## src/rtl/adc_sample_avg.sv

```systemverilog
// -----------------------------------------------------------------------------
// adc_sample_avg
//   Consumer of the 8-bit ADC stage. It watches the ADC busy line for a
//   completed conversion (busy falling 1->0), captures the sample on that
//   cycle and block-averages 2^AVG_LOG2 samples. Each average goes out on a
//   valid/ready interface. The block also drives a hysteresis threshold
//   alarm and a sticky overrun flag.
//
//   Optional feature macro: MINMAX_TRACK_EN
//     When defined, the blk_min/blk_max outputs report the smallest and
//     largest raw samples of the last completed block.
//
// Ports
//   clk        in   1  clock, all logic on posedge
//   rst        in   1  synchronous reset, active-high
//   en         in   1  block enable; low discards the partial block
//   adc_busy   in   1  busy from the ADC stage
//   adc_dout   in   8  ADC sample, valid in the cycle where busy is low
//   avg_data   out  8  averaged sample (truncated)
//   avg_valid  out  1  avg_data holds an unconsumed result
//   avg_ready  in   1  consumer accepts when avg_valid && avg_ready
//   alarm      out  1  hysteresis alarm (set >= TH_HI, clear <= TH_LO)
//   overrun    out  1  sticky: a result overwrote an unconsumed one
//   clr_ovr    in   1  pulse clears overrun (a new overrun event wins)
//   blk_min    out  8  (MINMAX_TRACK_EN only) min sample of the last block
//   blk_max    out  8  (MINMAX_TRACK_EN only) max sample of the last block
// -----------------------------------------------------------------------------
module adc_sample_avg #(
    parameter int          AVG_LOG2 = 2,
    parameter logic [7:0]  TH_HI    = 8'hC0,
    parameter logic [7:0]  TH_LO    = 8'h40
) (
    input  logic        clk,
    input  logic        rst,
    input  logic        en,
    input  logic        adc_busy,
    input  logic [7:0]  adc_dout,
    output logic [7:0]  avg_data,
    output logic        avg_valid,
    input  logic        avg_ready,
    output logic        alarm,
    output logic        overrun,
    input  logic        clr_ovr
`ifdef MINMAX_TRACK_EN
    ,
    output logic [7:0]  blk_min,
    output logic [7:0]  blk_max
`endif
);

    // Sum width: 2^AVG_LOG2 samples of 0xFF fit exactly without overflow.
    localparam int SUM_W = 8 + AVG_LOG2;
    localparam logic [AVG_LOG2-1:0] CNT_MAX = '1;

    typedef enum logic [1:0] {
        ST_IDLE = 2'd0,
        ST_ACC  = 2'd1,
        ST_EMIT = 2'd2
    } state_t;

    state_t                 state_reg;
    logic                   busy_q_reg;
    logic [SUM_W-1:0]       sum_reg;
    logic [AVG_LOG2-1:0]    cnt_reg;
    logic [7:0]             avg_data_reg;
    logic                   avg_valid_reg;
    logic                   alarm_reg;
    logic                   overrun_reg;

    logic                   smp;
    logic                   emit;
    logic                   accept;
    logic [7:0]             avg_next;

    // Conversion-complete strobe: registered busy high, live busy low.
    assign smp      = en && busy_q_reg && !adc_busy;
    // A completed block is only published while enabled; dropping en
    // wins over every state action.
    assign emit     = en && (state_reg == ST_EMIT);
    assign accept   = avg_valid_reg && avg_ready;
    assign avg_next = sum_reg[SUM_W-1:AVG_LOG2];

    always_ff @(posedge clk) begin
        if (rst) begin
            state_reg     <= ST_IDLE;
            busy_q_reg    <= 1'b0;
            sum_reg       <= '0;
            cnt_reg       <= '0;
            avg_data_reg  <= 8'h00;
            avg_valid_reg <= 1'b0;
            alarm_reg     <= 1'b0;
            overrun_reg   <= 1'b0;
        end else begin
            busy_q_reg <= adc_busy;

            if (!en) begin
                state_reg <= ST_IDLE;
                sum_reg   <= '0;
                cnt_reg   <= '0;
            end else begin
                case (state_reg)
                    ST_IDLE: begin
                        state_reg <= ST_ACC;
                        sum_reg   <= '0;
                        cnt_reg   <= '0;
                    end
                    ST_ACC: begin
                        if (smp) begin
                            sum_reg <= sum_reg + SUM_W'(adc_dout);
                            // cnt wraps to zero naturally at the block end
                            cnt_reg <= cnt_reg + 1'b1;
                            if (cnt_reg == CNT_MAX) begin
                                state_reg <= ST_EMIT;
                            end
                        end
                    end
                    ST_EMIT: begin
                        avg_data_reg <= avg_next;
                        sum_reg      <= '0;
                        cnt_reg      <= '0;
                        state_reg    <= ST_ACC;
                        // Hysteresis: between the thresholds the alarm holds.
                        if (avg_next >= TH_HI) begin
                            alarm_reg <= 1'b1;
                        end else if (avg_next <= TH_LO) begin
                            alarm_reg <= 1'b0;
                        end
                    end
                    default: begin
                        state_reg <= ST_IDLE;
                    end
                endcase
            end

            // A fresh result keeps valid high even if the old one is
            // accepted in the same cycle.
            if (emit) begin
                avg_valid_reg <= 1'b1;
            end else if (accept) begin
                avg_valid_reg <= 1'b0;
            end

            // Set has priority over the clear pulse.
            if (emit && avg_valid_reg && !avg_ready) begin
                overrun_reg <= 1'b1;
            end else if (clr_ovr) begin
                overrun_reg <= 1'b0;
            end
        end
    end

    assign avg_data  = avg_data_reg;
    assign avg_valid = avg_valid_reg;
    assign alarm     = alarm_reg;
    assign overrun   = overrun_reg;

`ifdef MINMAX_TRACK_EN
    logic [7:0] min_w_reg;
    logic [7:0] max_w_reg;
    logic [7:0] blk_min_reg;
    logic [7:0] blk_max_reg;

    // Working trackers restart at the extremes every block; the published
    // values move together with avg_data.
    always_ff @(posedge clk) begin
        if (rst) begin
            min_w_reg   <= 8'hFF;
            max_w_reg   <= 8'h00;
            blk_min_reg <= 8'h00;
            blk_max_reg <= 8'h00;
        end else if (!en || state_reg == ST_IDLE) begin
            min_w_reg <= 8'hFF;
            max_w_reg <= 8'h00;
        end else if (state_reg == ST_ACC) begin
            if (smp) begin
                if (adc_dout < min_w_reg) begin
                    min_w_reg <= adc_dout;
                end
                if (adc_dout > max_w_reg) begin
                    max_w_reg <= adc_dout;
                end
            end
        end else if (state_reg == ST_EMIT) begin
            blk_min_reg <= min_w_reg;
            blk_max_reg <= max_w_reg;
            min_w_reg   <= 8'hFF;
            max_w_reg   <= 8'h00;
        end
    end

    assign blk_min = blk_min_reg;
    assign blk_max = blk_max_reg;
`endif

endmodule

```

## config.mk

```make
export PLATFORM = sky130hd
export DESIGN_NAME = adc_sample_avg
export DESIGN_NICKNAME = d
export VERILOG_FILES = /design/src/rtl/adc_sample_avg.sv
export SDC_FILE = /design/constraint.sdc
export NUM_CORES = 1
export LEC_CHECK = 0
export BUFFER_PORTS_ARGS = -buffer_cell sky130_fd_sc_hd__clkbuf_2
export CAP_MARGIN = 20
export CORE_MARGIN = 2
export CORE_UTILIZATION = 58
export CTS_CLUSTER_DIAMETER = 60
export DETAILED_ROUTE_END_ITERATION = 6
export PLACE_DENSITY = 0.85
export SYNTH_ARGS = -nofsm -noshare
export SYNTH_HDL_FRONTEND = slang
export SYNTH_SLANG_ARGS = --single-unit
```

## constraint.sdc

```tcl
create_clock -name clk -period 3 [get_ports clk]
set_input_delay 0.6 -clock clk [delete_from_list [all_inputs] [get_ports clk]]
set_output_delay 0.6 -clock clk [all_outputs]
set_load 0.02 [all_outputs]
```

### Word level (Yosys, flattened, before mapping)

Index checks and enable logic that the tools add are counted.

* reduce and logical (&&, ||, !) cells: 19
* equality and inequality tests: 5
* multiplexer cells: 13
* bitwise operators: 1
* $add $sub $neg: 2
* order comparisons: 2

Operators by type and width (count)
* 10-bit case mux with 2 select lines: 1
* 10-bit by 8-bit adder with 10-bit output: 1
* 10-bit two-way mux: 1
* 8-bit >= comparator, second input constant: 1
* 8-bit by 7-bit <= comparator with 1-bit output, second input constant: 1
* 2-bit case mux with 2 select lines: 2
* 2-bit nonzero test: 4
* 1-bit logical AND: 6
* 1-bit two-way mux: 6
* 2-bit two-way mux: 3
* 2-bit AND reduction: 3
* 2-bit == test, second input constant: 2
* 2-bit inequality test, second input constant: 2
* 2-bit OR reduction: 2
* 3-bit AND reduction: 1
* 2-bit by 1-bit adder with 2-bit output, second input constant: 1
* 2-bit by 1-bit == test with 1-bit output, second input constant: 1
* 1-bit logical NOT: 2
* 2-bit logical NOT: 1
* 1-bit NOT: 1

* register bits: 26
* word-level logic and storage cells: 50
* input port bits: 14
* output and inout bits: 11

### Logic depth before layout (Yosys ltp)

* depth in word-level cells: 5
* mapped depth: 8

### Worst setup path after synthesis

OpenSTA, ideal clock, no wires.

* path kind: in2reg
* start: input port adc_dout[0]
* end: register sum_reg[8]
* setup slack: 921 ps
* library setup time: 69 ps
* buffers on the path: 0
* stages: 8
* data arrival time: 2010 ps
* path through: ha_1 -> inv_1 -> fa_1 -> nor2b_4 -> o2111a_1 -> a211oi_1 -> a2111o_1 -> o21ai_1

* word-level cells in the longest chain between the ends: 3

RTL lines
* from (decl): line 37 `input logic [7:0] adc_dout,`
* 10-bit by 8-bit adder with 10-bit output: line 109 `sum_reg <= sum_reg + SUM_W'(adc_dout);`
* 10-bit two-way mux: line 108 `if (smp) begin`
* 10-bit case mux with 2 select lines: line 101 `case (state_reg)`
* to (signal assigned): line 109
* to (decl): line 63 `logic [SUM_W-1:0] sum_reg;`

No other way between the ends. The select of a mux whose other input is x is not followed.
A chain may end at the register's enable or synchronous reset.

### Worst setup path in the final report

* start: register state_reg[0]
* end: register sum_reg[6]

* word-level cells in the longest chain between the ends: 4

RTL lines
* from (decl): line 61 `state_t state_reg;`
* from (signal assigned): line 85 `state_reg <= ST_IDLE;`
* from (signal assigned): line 97 `state_reg <= ST_IDLE;`
* from (signal assigned): line 103 `state_reg <= ST_ACC;`
* 2-bit == test / 2-bit logical NOT (equally long branches): line 101
* 2-bit OR reduction (no source line)
* 2-bit nonzero test (no source line)
* 2-bit AND reduction (no source line)

Parallel ways exist; a longest one is shown, timed or not.

==> flow_summary.json <==
{
  "die_w_um": 52.4,
  "die_h_um": 52.4,
  "max_stage_delay_ps": 690,
  "cts-root-buf": "clkbuf_4",
  "maxSlewHeadroom": 0.462,
  "synthCells": 166,
  "path_max_fanout": 16,
  "synth-seq-cells": 26,
  "cpMaxStageDelayCell": "dfxtp_1",
  "overflow": 0,
  "first_global_vias": 1221,
  "synth_edf_count": 0,
  "rr_worst_depth": 4,
  "drive_above_1_share": 0.171,
  "synth_async_sr_flop_share": 0,
  "cts_tree": "yes",
  "finalNonFillerCells": 215,
  "io_buffers": 24,
  "fin_tns_setup_ps": 0,
  "endpoint": "sum_reg[6]",
  "antenna_found_initial": 0,
  "ff2ff_setup_slack_ps": 960,
  "gp_congestion": 0.810,
  "slew_viol_final": 0,
  "cp.required_ps": 3270,
  "yosys.area.top_type": "dfxtp_1",
  "synth_area_per_cell_sq_um": 8.19,
  "vias_per_cell": 6.00,
  "diodes": 0,
  "cts_setup_buffers": 0,
  "crit_chain": "and2b_1 > nand3_1 > or3_1 > o211ai_1",
  "netlist_area_sq_mm": 0.00136,
  "synth_area_leaders": "dfxtp_1 (38%), ha_1 (8.3%), a21oi_1 (7.4%)",
  "largest_reg_flops": 10,
  "ioPinCount": 25,
  "final.fill_count": 181,
  "clkTransAtPathRegs_ps": 140,
  "cts.repair.resized": 0,
  "critPathLaunch": "state_reg[0]",
  "power.leakage_nw": 0.675,
  "start_util": 0.614,
  "via_count": 1289,
  "tightestPinTransition_ps": 805,
  "cts_hold_buf": 0,
  "hp-class": "flip-flop to flip-flop",
  "cp.depth": 4,
  "critical_path_class": "flip-flop to flip-flop",
  "drtPass1Iterations": 4,
  "crit_path_end_kind": "flip-flop",
  "crit_family": "simple AND/OR/NAND/NOR gates",
  "grtUsageTotal": 0.254,
  "remaining_drc_errors": 0,
  "cap_violations": 0,
  "min_period_ps": 2040,
  "cp.arrival_ps": 2310,
  "synth-seq-area-share": 0.383,
  "r2r_end": "sum_reg[6]",
  "finalSetupViolations": 0,
  "cts_buffers": 3,
  "totalWireLength_mm": 3.07,
  "status": "completed",
  "ir_drop_uv": 255,
  "drtAntennaViolNets": 0,
  "htreeDepth": 1,
  "hold_violations": 0,
  "grt_pass1_wl_mm": 5.13,
  "skew_ps": 6.90,
  "timing.fmax_mhz": 491,
  "synth_warnings": 0,
  "worstReg2RegStart": "state_reg[0]",
  "grt_max_degree": 17,
  "path_buf_inv": 0,
  "rows": 17,
  "cts_buffer_depth": 2,
  "dpl.hpwl_mm": 2.26,
  "drt-wirelength-per-cell_um": 14.3,
  "clock_sinks": 26,
  "mappedNetlistNets": 190,
  "insertion_delay_ps": 330,
  "finalCritPeriodShare": 0.679,
  "dp.cells": 211,
  "rsz0062_at_grt": "false",
  "start_kind": "flip-flop",
  "post-route-util": 0.692,
  "dieArea_sq_mm": 0.00275,
  "drt_iter0_drc": 20,
  "syn_to_final_growth_pct": 12.7,
  "core-area_sq_mm": 0.00221,
  "ys.flop_type": "dfxtp_1",
  "ys_types": 39,
  "yosysTopAreaCellShare": 0.383,
  "power_density_mw_per_mm2": 412,
  "finalNetCount": 212
}
-- Yosys cell counts, types with 2 or more instances --
library cell  instances
a21o_1                3
o21a_1                3
nor3_1                2
nand4_1               4
dfxtp_1              26
a31oi_1               3
clkbuf_1              5
nor2_1               12
a21oi_1              20
a211oi_1              3
nand2_1              25
nand3_1               6
inv_1                 4
nand2b_1              2
and3_1                6
nor4_1                2
o21ai_0               6
or3_1                 2
nor2b_1               4
ha_1                  9
-- power by group --
part           switching [mW]  leakage (nW)  total, mW  internal (mW)
logic                  0.0231         0.437     0.0387         0.0156
clock network           0.107        0.0279      0.242          0.135
registers             0.00361         0.210      0.351          0.347
-- tightest hold or removal path, cell delays in order (launching register included) --
cell     delay [ps]
dfxtp_1         330
nand2_1          50
a21oi_1          50
-- final cells by class --
cell class	instances	area (sq um)	area share
multi-input cells	129	788	0.515
flip-flops and latches	26	520	0.340
repair buffers	24	120	0.0784
well taps	28	35.0	0.0229
clock inverters	1	30.0	0.0196
clock buffers	3	22.5	0.0147
inverters	4	15.0	0.00980
-- routing by layer --
metal / GRT usage / share of wire / vias to the layer above
met5: 0 / 0 / -
met4: 0.154 / 0.031 / 0
met3: 0.0314 / 0.039 / 11
met2: 0.440 / 0.50 / 38
met1: 0.294 / 0.43 / 599
li1: - / - / 641
-- metrics by stage --
stage	total power [mW]	setup slack, ps	hold slack (ps)	cell area (sq um)
final	0.632	964	470	1530
after global routing	0.653	858	492	1530
after CTS	0.636	1000	474	1530
after detailed placement	0.396	657	456	1480
after global placement	0.394	779	442	1480
after floorplan	0.380	921	452	1360
-- worst min path at each step --
| stage | depth (start not counted) | end | slack, ps | start |
|---|---|---|---|---|
| 4_1_cts | 2 | avg_data[1] | 470 | avg_data[1] |
| 3_5_place_dp | 2 | avg_data[1] | 460 | avg_data[1] |
| 3_3_place_gp | 2 | avg_data[5] | 440 | avg_data[5] |
| 2_1_floorplan | 2 | avg_data[2] | 450 | sum_reg[4] |
| 5_1_grt | 2 | avg_data[7] | 490 | avg_data[7] |
| 6_report | 2 | avg_data[1] | 470 | avg_data[1] |
-- cell usage in the layout (no fill, tap or decap), types with 2 or more instances in the layout --
| cell | netlist | layout |
|---|---|---|
| nor2_1 | 12 | 12 |
| a21o_1 | 3 | 3 |
| a21oi_1 | 20 | 20 |
| o21a_1 | 3 | 3 |
| nor3_1 | 2 | 2 |
| nor4_1 | 2 | 2 |
| o21ai_0 | 6 | 6 |
| nand4_1 | 4 | 4 |
| ha_1 | 9 | 9 |
| a31oi_1 | 3 | 3 |
| and3_1 | 6 | 6 |
| clkbuf_4 | 0 | 3 |
| nand2b_1 | 2 | 2 |
| clkbuf_2 | 0 | 24 |
| or3_1 | 2 | 2 |
| dfxtp_1 | 26 | 26 |
| inv_1 | 4 | 4 |
| nor2b_1 | 4 | 4 |
| nand2_1 | 25 | 25 |
| a211oi_1 | 3 | 3 |
| nand3_1 | 6 | 6 |
-- cell families after synthesis --
| logic type | after synthesis | share of synthesized area |
|---|---|---|
| AND/OR/NAND/NOR | 71 | 0.260 |
| AO/OA/AOI/OAI | 48 | 0.223 |
| adder cells (fa/ha/maj) | 10 | 0.0976 |
| buffers and inverters | 11 | 0.0368 |
| flip-flops | 26 | 0.383 |
Note: power is estimated with default switching activity, not from simulation.
